**src/rtl/sonar_ping_echo.sv**
```systemverilog
// sonar_ping_echo: sonar ping/echo controller.
// Emits a tone burst on the speaker, blanks transducer ring-down, then scans the
// filtered sample stream for the first return at or above threshold and reports
// its time of flight (or a timeout when the listen window closes empty).
// Optional feature macro: SONAR_PEAK_HOLD_EN -- when defined, the reported echo is
// the largest sample of the first above-threshold run instead of the first crossing.
module sonar_ping_echo #(
  parameter int unsigned DIV        = 16,
  parameter int unsigned BURST_CYC  = 7,
  parameter int unsigned BLANK_CYC  = 64,
  parameter int unsigned WINDOW_CYC = 40000,
  parameter int unsigned PERIOD_CYC = 65535,
  parameter int unsigned SW         = 21,
  parameter int unsigned TW         = 16
) (
  input  logic                 clk,
  input  logic                 reset,
  input  logic                 start_i,
  input  logic                 auto_en_i,
  input  logic [SW-2:0]        threshold_i,
  input  logic signed [SW-1:0] smp_data_i,
  input  logic                 smp_valid_i,
  output logic                 speaker_o,
  output logic                 tx_active_o,
  output logic                 busy_o,
  output logic                 echo_valid_o,
  output logic [TW-1:0]        echo_time_o,
  output logic [SW-2:0]        echo_peak_o,
  output logic                 timeout_o
);

  localparam int unsigned PW        = (DIV > 2) ? $clog2(DIV) : 1;
  localparam int unsigned HALF      = DIV / 2;
  localparam int unsigned BURST_END = BURST_CYC * DIV - 1;
  localparam int unsigned BLANK_END = BURST_CYC * DIV + BLANK_CYC - 1;
  localparam int unsigned WIN_END   = WINDOW_CYC - 1;
  localparam int unsigned HOLD_END  = PERIOD_CYC - 1;
  localparam logic [SW-1:0] SMP_MIN = {1'b1, {(SW-1){1'b0}}};

  typedef enum logic [2:0] {
    S_IDLE,
    S_BURST,
    S_BLANK,
    S_LISTEN,
    S_HOLD
  } state_t;

  state_t          state_q;
  logic [TW-1:0]   timer_q;
  logic [TW-1:0]   timer_d;
  logic [PW-1:0]   phase_q;
  logic [PW-1:0]   phase_d;
  logic            speaker_q;
  logic            tx_active_q;
  logic            busy_q;
  logic            echo_valid_q;
  logic [TW-1:0]   echo_time_q;
  logic [SW-2:0]   echo_peak_q;
  logic            timeout_q;

  logic [SW-1:0]   smp_neg_c;
  logic [SW-2:0]   mag_c;
  logic            hit_c;
  logic            win_end_c;

`ifdef SONAR_PEAK_HOLD_EN
  logic            pk_act_q;
  logic [SW-2:0]   pk_mag_q;
  logic [TW-1:0]   pk_time_q;
  logic            below_c;
  logic            better_c;
`endif

  // Sample magnitude; the most-negative code has no positive twin, so saturate it.
  always_comb begin
    smp_neg_c = -smp_data_i;
    if (smp_data_i == SMP_MIN) begin
      mag_c = '1;
    end else if (smp_data_i[SW-1]) begin
      mag_c = smp_neg_c[SW-2:0];
    end else begin
      mag_c = smp_data_i[SW-2:0];
    end
  end

  // Crossing / window-end qualifiers and counter successors.
  always_comb begin
    hit_c     = smp_valid_i && (mag_c >= threshold_i);
    win_end_c = (timer_q == TW'(WIN_END));
    timer_d   = timer_q + TW'(1);
    phase_d   = (phase_q == PW'(DIV - 1)) ? '0 : phase_q + PW'(1);
`ifdef SONAR_PEAK_HOLD_EN
    below_c   = smp_valid_i && (mag_c < threshold_i);
    better_c  = hit_c && (mag_c > pk_mag_q);
`endif
  end

  // Ping sequencer: state, timer, tone phase and all registered outputs.
  always_ff @(posedge clk) begin
    if (reset) begin
      state_q      <= S_IDLE;
      timer_q      <= '0;
      phase_q      <= '0;
      speaker_q    <= 1'b0;
      tx_active_q  <= 1'b0;
      busy_q       <= 1'b0;
      echo_valid_q <= 1'b0;
      echo_time_q  <= '0;
      echo_peak_q  <= '0;
      timeout_q    <= 1'b0;
`ifdef SONAR_PEAK_HOLD_EN
      pk_act_q     <= 1'b0;
      pk_mag_q     <= '0;
      pk_time_q    <= '0;
`endif
    end else begin
      echo_valid_q <= 1'b0;
      timeout_q    <= 1'b0;
      if (state_q != S_IDLE) begin
        timer_q <= timer_d;
      end

      case (state_q)
        S_IDLE: begin
          if (start_i || auto_en_i) begin
            state_q     <= S_BURST;
            timer_q     <= '0;
            phase_q     <= '0;
            speaker_q   <= 1'b1;
            tx_active_q <= 1'b1;
            busy_q      <= 1'b1;
`ifdef SONAR_PEAK_HOLD_EN
            pk_act_q    <= 1'b0;
`endif
          end
        end

        S_BURST: begin
          if (timer_q == TW'(BURST_END)) begin
            state_q     <= S_BLANK;
            speaker_q   <= 1'b0;
            tx_active_q <= 1'b0;
          end else begin
            phase_q   <= phase_d;
            speaker_q <= (phase_d < PW'(HALF));
          end
        end

        S_BLANK: begin
          if (timer_q == TW'(BLANK_END)) begin
            state_q <= S_LISTEN;
          end
        end

        S_LISTEN: begin
`ifdef SONAR_PEAK_HOLD_EN
          if (!pk_act_q) begin
            if (hit_c && win_end_c) begin
              echo_valid_q <= 1'b1;
              echo_time_q  <= timer_q;
              echo_peak_q  <= mag_c;
              state_q      <= S_HOLD;
            end else if (hit_c) begin
              pk_act_q  <= 1'b1;
              pk_mag_q  <= mag_c;
              pk_time_q <= timer_q;
            end else if (win_end_c) begin
              timeout_q <= 1'b1;
              state_q   <= S_HOLD;
            end
          end else if (below_c || win_end_c) begin
            // Run ended: report the best sample, including one arriving right now.
            echo_valid_q <= 1'b1;
            echo_time_q  <= better_c ? timer_q : pk_time_q;
            echo_peak_q  <= better_c ? mag_c : pk_mag_q;
            pk_act_q     <= 1'b0;
            state_q      <= S_HOLD;
          end else if (better_c) begin
            pk_mag_q  <= mag_c;
            pk_time_q <= timer_q;
          end
`else
          if (hit_c) begin
            echo_valid_q <= 1'b1;
            echo_time_q  <= timer_q;
            echo_peak_q  <= mag_c;
            state_q      <= S_HOLD;
          end else if (win_end_c) begin
            timeout_q <= 1'b1;
            state_q   <= S_HOLD;
          end
`endif
        end

        S_HOLD: begin
          // >= guards the case where the window already ran past the period end.
          if (timer_q >= TW'(HOLD_END)) begin
            state_q <= S_IDLE;
            busy_q  <= 1'b0;
          end
        end

        default: begin
          state_q <= S_IDLE;
          busy_q  <= 1'b0;
        end
      endcase
    end
  end

  assign speaker_o    = speaker_q;
  assign tx_active_o  = tx_active_q;
  assign busy_o       = busy_q;
  assign echo_valid_o = echo_valid_q;
  assign echo_time_o  = echo_time_q;
  assign echo_peak_o  = echo_peak_q;
  assign timeout_o    = timeout_q;

endmodule
```
**config.mk**
```make
export PLATFORM = sky130hd
export DESIGN_NAME = sonar_ping_echo
export DESIGN_NICKNAME = d
export VERILOG_FILES = /design/src/rtl/sonar_ping_echo.sv
export SDC_FILE = /design/constraint.sdc
export NUM_CORES = 1
export LEC_CHECK = 0
export BUFFER_PORTS_ARGS = -buffer_cell sky130_fd_sc_hd__buf_2
export CORE_ASPECT_RATIO = 0.9
export CORE_MARGIN = 5
export CORE_UTILIZATION = 55
export CTS_CLUSTER_SIZE = 10
export DETAILED_ROUTE_END_ITERATION = 8
export PLACE_DENSITY = 0.81
export SKIP_LAST_GASP = 1
export SLEW_MARGIN = 30
export SYNTH_ARGS = -nofsm -noshare
export SYNTH_HDL_FRONTEND = slang
export SYNTH_SLANG_ARGS = --single-unit
```
**constraint.sdc**
```tcl
create_clock -name clk -period 4.6 [get_ports clk]
set_input_delay 0.69 -clock clk [delete_from_list [all_inputs] [get_ports clk]]
set_output_delay 0.69 -clock clk [all_outputs]
set_load 0.01 [all_outputs]
```
==> results of run 1 <==
## flip-flops by register name, indices dropped and copies added (netlist names)
name	cells
busy_o	1
echo_peak_o	20
echo_time_o	16
echo_valid_o	1
phase_q	4
speaker_o	1
state_q	3
timeout_o	1
timer_q	16
tx_active_o	1
## metal layers
layer,GRT usage (%),wire length [um],up-vias
met3,6.10,871,21
met2,36.7,5080,185
met1,34.3,5120,1981
met4,7.28,212,0
met5,0,0,-
li1,-,-,2025
## where the power goes
group / switching, mW / internal [mW]
sequential: 0.00639 / 0.560
clock: 0.224 / 0.317
combinational: 0.148 / 0.0870
## synth_stat cells (3+ instances only)
cell type,count
dfxtp_1,64
a21oi_1,48
nand2_1,32
nor2_1,31
nand4_1,30
clkbuf_1,29
o31ai_1,27
inv_1,26
ha_1,24
a31oi_1,19
or3_1,14
nand3_1,13
a311oi_1,11
o21ai_0,11
xor2_1,11
o211ai_1,7
and3_1,6
nor3_1,6
a211oi_1,5
nor2b_1,5
xnor2_1,5
a31o_2,4
mux2i_1,4
nand2b_1,4
nor4_1,4
o311a_1,4
and2_1,3
buf_2,3
o21a_1,3
o22ai_1,3
or2_2,3
or4_1,3
## worst max path at each step
stage                              from              end  slack [ps]
after floorplan           smp_data_i[4]   echo_peak_o[3]         320
after global placement    smp_data_i[9]  echo_peak_o[19]         140
after detailed placement  smp_data_i[9]  echo_peak_o[17]          -6
after CTS                 smp_data_i[9]   echo_time_o[6]         340
after global routing      smp_data_i[9]   echo_time_o[7]         150
final                     smp_data_i[9]   echo_time_o[6]         290
## cells by family after synthesis
logic type                 count (synthesis)  share of synthesized area [%]
buffers and inverters                     64                           6.56
AOI/OAI and AO/OA                        155                           26.2
DFF                                       64                           32.5
and+or+nand+nor                          163                           22.3
muxes                                      5                           1.30
xor gates and xnor gates                  16                           3.55
adders and majority gates                 24                           7.61
## area by class of cell
class	count	area [um2]	share of cell area [%]
multi-input cells	363	2430	51.4
clock buffers	10	138	2.91
well taps	93	116	2.46
clock inverters	6	82.6	1.75
inverters	28	105	2.22
repair buffers	104	578	12.2
flip-flops and latches	64	1280	27.1
## placed cells by master, fill, tap and decap left out, types with 4 or more instances in the layout
cell type,n
buf_2,86
dfxtp_1,64
a21oi_1,48
nand2_1,32
nor2_1,31
nand4_1,30
o31ai_1,27
inv_1,26
ha_1,24
a31oi_1,19
buf_4,17
nand3_1,13
or3_1,13
o21ai_0,11
xor2_1,11
a311oi_1,11
clkbuf_8,10
o211ai_1,7
and3_1,6
xnor2_1,5
nor2b_1,5
nor3_1,5
a211oi_1,5
mux2i_1,4
nand2b_1,4
nor4_1,4
o311a_1,4
a31o_2,4
## critical path, stage by stage
cell and delay (ps):
buf_2 120, or3_2 540, or4_4 540, or3_1 360
a31o_1 250, ha_1 320, nand4_1 140, or2_2 360
o311ai_4 630, buf_4 330, nand4_1 120, a21oi_1 180
## stage by stage
step	power [mW]	worst slack (ps)	cell area [um2]
6_report	1.34	287	4730
4_1_cts	1.34	336	4730
2_1_floorplan	0.722	318	3950
3_3_place_gp	0.801	142	4510
3_5_place_dp	0.808	-5.63	4510
5_1_grt	1.39	146	4730
==> flow_summary.ini, run 1 <==
[status]
status = complete, no violations

[yosys]
netlist.area_leader.share_pct = 32.5
mappedNetlistNets = 561
synth_edf_count = 0
syn_inst = 491
yosysWarnings = 0
synth_top_area_cell = dfxtp_1
synth_area_um2 = 3950
yosys-top-cells-area = dfxtp_1, ha_1, a21oi_1
async_reset_ff_share_pct = 0
synth_seq_area_share_pct = 32.5
synth.ff_latch_count = 64
synth_cell_types = 55
avgSynthCellArea_um2 = 8.04
synth_flop_cell = dfxtp_1

[layout]
layout.cells.non_filler = 668
finalNetCount = 640
final_util_pct = 67.6
diodes = 0
fill_cells = 611
layout-drive-gt1-share_pct = 23.7
area_delta_synth_final_pct = 19.9

[grt]
grt_remaining_overflow = 0
grt_pass1_wl_um = 18300
antenna_found_initial = 0
grt_pass1_vias = 3815
grt_max_degree = 54
grt_use_total_pct = 24.4

[clock_tree]
htree_levels = 3
post_cts_resized = 0
cts_tree = yes
cts_root_buf = clkbuf_8
cts.sinks = 64
cts-buffers-inserted = 9
cts_hold_buf = 0
clock_path_buffers = 2
post_cts_buffers = 0
clk_latency_ps = 350
clk_pin_slew_worst_paths_ps = 70

[sta]
whs_ps = 455
setup_tns_ps = 0
setup_viol = 0
rsz0062_at_grt = false
min_period_ps = 4310
worst_slew_pin_slew_ps = 900
finClkSkew_ps = 9.25
slew_headroom_pct = 39.2
hold_violations = 0
fin_crit_sh_pct = 93.8
drv_slew = 0
fmax_ghz = 0.232

[floorplan]
rows = 29
die_w_um = 99.3
die_h_um = 90.4
initial_core_util_pct = 56.4
die_area_um2 = 8970
fp.coreArea_um2 = 7000
io-pin-count = 87

[place]
placedCellCount = 652
gp_congestion = 0.926
numPortBuffers = 86
dp_hpwl_um = 8100

[critical_path]
crit_fanout = 16
startpoint_type = input pin
r2r_setup_slack_ps = 1930
critical_path_class = input pin to register
rr_worst_depth = 7
critPathArrivalTime_ps = 4580
crit_path_end_kind = register
critical_path_required_ps = 4870
r2r_end = state_q[2]
r2r_start = timer_q[1]

[route]
wire_per_inst_um = 16.9
ant_nets = 0
dr.pass1.iters = 7
vias = 4212
routed_wl_um = 11300
drt-initial-drc-count = 395
viasPerCell = 6.31
drc_errors = 0

[run]
cap_violations = 0

[hold_path]
holdCritStartpoint = tx_active_o
hold_depth = 2
min_path_type = register to register
min_to = tx_active_o

[pwr]
power_per_cell_area_nw_per_um2 = 284
leakagePower_nw = 1.97
vdd_drop_max_uv = 211
(Power assumes the default switching activity.)
==> run 2: changes to the inputs <==
==> constraint.sdc (replaced) <==
create_clock -name clk -period 4.6 [get_ports clk]
set_input_delay 0.23 -clock clk [delete_from_list [all_inputs] [get_ports clk]]
set_output_delay 0.23 -clock clk [all_outputs]
set_load 0.01 [all_outputs]
==> run 2 against run 1 <==
Compared with the run above:
- via count shrank 1.3%
- sequential power about the same
- non-clock buffer count shrank 8
- sequential cell count unchanged
- register-to-register slack got worse by 50 ps
- fmax rose by 8.7%
- first-iteration DRC count shrank 23%
- die area did not move
- clock power fell by 4.4%
- worst hold slack got worse by 150 ps
- final area decreased by 1.6%
- total power decreased by 2.8%
- critical endpoint is now echo_time_o[7]
- highest routed layer unchanged
==> flow_summary.ini, run 2 (synthesized netlist as in run 1, its figures left out) <==
[pwr]
p_switching_uw = 358
power_per_cell_area_nw_per_um2 = 280
leakagePower_nw = 1.93
p_seq_share_pct = 43.4
vdd_drop_max_uv = 203
p_int_uw = 947
p_sw_share_pct = 27.4
clkPwrFrac_pct = 39.5
pwr-share-comb_pct = 17.1

[route]
routed_wl_um = 11000
ant_nets = 0
wire_per_inst_um = 16.6
drt-initial-drc-count = 303
viasPerCell = 6.30
drc_errors = 0
vias = 4159
dr.pass1.iters = 5

[grt]
grt_use_total_pct = 24.2
grt_pass1_wl_um = 18200
grt_pass1_vias = 3762
grt_max_degree = 54
antenna_found_initial = 0
grt_remaining_overflow = 0

[status]
status = complete, no violations

[sta]
setup_tns_ps = 0
worst_slew_pin_slew_ps = 905
fmax_ghz = 0.252
setup_slack_ps = 631
rsz0062_at_grt = false
slew_headroom_pct = 38.9
hold_violations = 0
drv_slew = 0
whs_ps = 303
fin_crit_sh_pct = 86.3
min_period_ps = 3970
setup_viol = 0
finClkSkew_ps = 4.10

[floorplan]
die_h_um = 90.4
fp.coreArea_um2 = 7000
die_area_um2 = 8970
io-pin-count = 87
initial_core_util_pct = 56.4
die_w_um = 99.3
rows = 29

[clock_tree]
cts_tree = yes
cts.sinks = 64
post_cts_resized = 0
cts_root_buf = clkbuf_8
cts_hold_buf = 0
clk_latency_ps = 330
post_cts_buffers = 0
cts-buffers-inserted = 9
clock_path_buffers = 2
htree_levels = 3
clk_pin_slew_worst_paths_ps = 70

[critical_path]
rr_worst_depth = 7
critical_path_class = input pin to register
crit_fanout = 18
crit_path_end_kind = register
startpoint_type = input pin
critPathArrivalTime_ps = 4230
critical_path_required_ps = 4860

[layout]
largest_register_ffs = 20
layout_common_cells = buf_2, dfxtp_1, a21oi_1, nand2_1, nor2_1
multi_input_area_um2 = 2430
fill_cells = 616
finish.instance_area_um2 = 4660
final_util_pct = 66.5
area_delta_synth_final_pct = 18.0
regArea_um2 = 1280
finalNetCount = 632
final_common_cell = buf_2
layout-drive-gt1-share_pct = 22.2
diodes = 0

[place]
numPortBuffers = 86
gp_congestion = 0.907
dp_hpwl_um = 7930
place_ws_ps = 301
placed_area_um2 = 4440

[hold_path]
min_path_type = input pin to register
hold_depth = 4

[run]
cap_violations = 0
-- run 2: area by class of cell --
| type | instances | share of cell area (%) |
|---|---|---|
| multi-input cells | 363 | 52.1 |
| flip-flops and latches | 64 | 27.5 |
| repair buffers | 96 | 10.9 |
| clock buffers | 14 | 3.92 |
| well taps | 93 | 2.50 |
| inverters | 28 | 2.26 |
| clock inverters | 2 | 0.752 |
-- run 2: final timing paths --
path                     endpoint  slack, ps           start
hold / removal    echo_peak_o[15]        300  smp_data_i[15]
hold reg to reg       tx_active_o        460     tx_active_o
setup / recovery   echo_time_o[7]        630   smp_data_i[4]
setup reg to reg       state_q[2]       1880      timer_q[1]
-- run 2: worst max-delay path: stages --
cell and delay [ps]:
buf_2 110, or3_1 540, or4_4 630, or3_1 370
a31o_1 240, ha_1 320, nand4_1 130, or2_2 350
o311ai_4 660, buf_4 350, nand4_1 120, a21oi_1 170
-- run 2: routing by layer --
layer / global-route usage [%] / up-vias / share of wire [%]
met5: 0 / - / 0
met4: 6.26 / 0 / 1.7
met1: 34.1 / 1940 / 44
met2: 36.7 / 199 / 46
met3: 6.18 / 21 / 8.6
li1: - / 1999 / -
-- run 2: power by group through the flow --
stage               clock (mW)  combinational (mW)  sequential (mW)
global route             0.547               0.249            0.567
CTS                      0.523               0.221            0.566
detailed placement           0               0.219            0.579
floorplan                    0               0.144            0.579
global placement             0               0.211            0.578
finish                   0.516               0.223            0.566
-- run 2: through the flow --
step                cells  power, mW
finish                660       1.30
global route          660       1.36
CTS                   660       1.31
detailed placement    644      0.798
global placement      644      0.790
floorplan             491      0.722
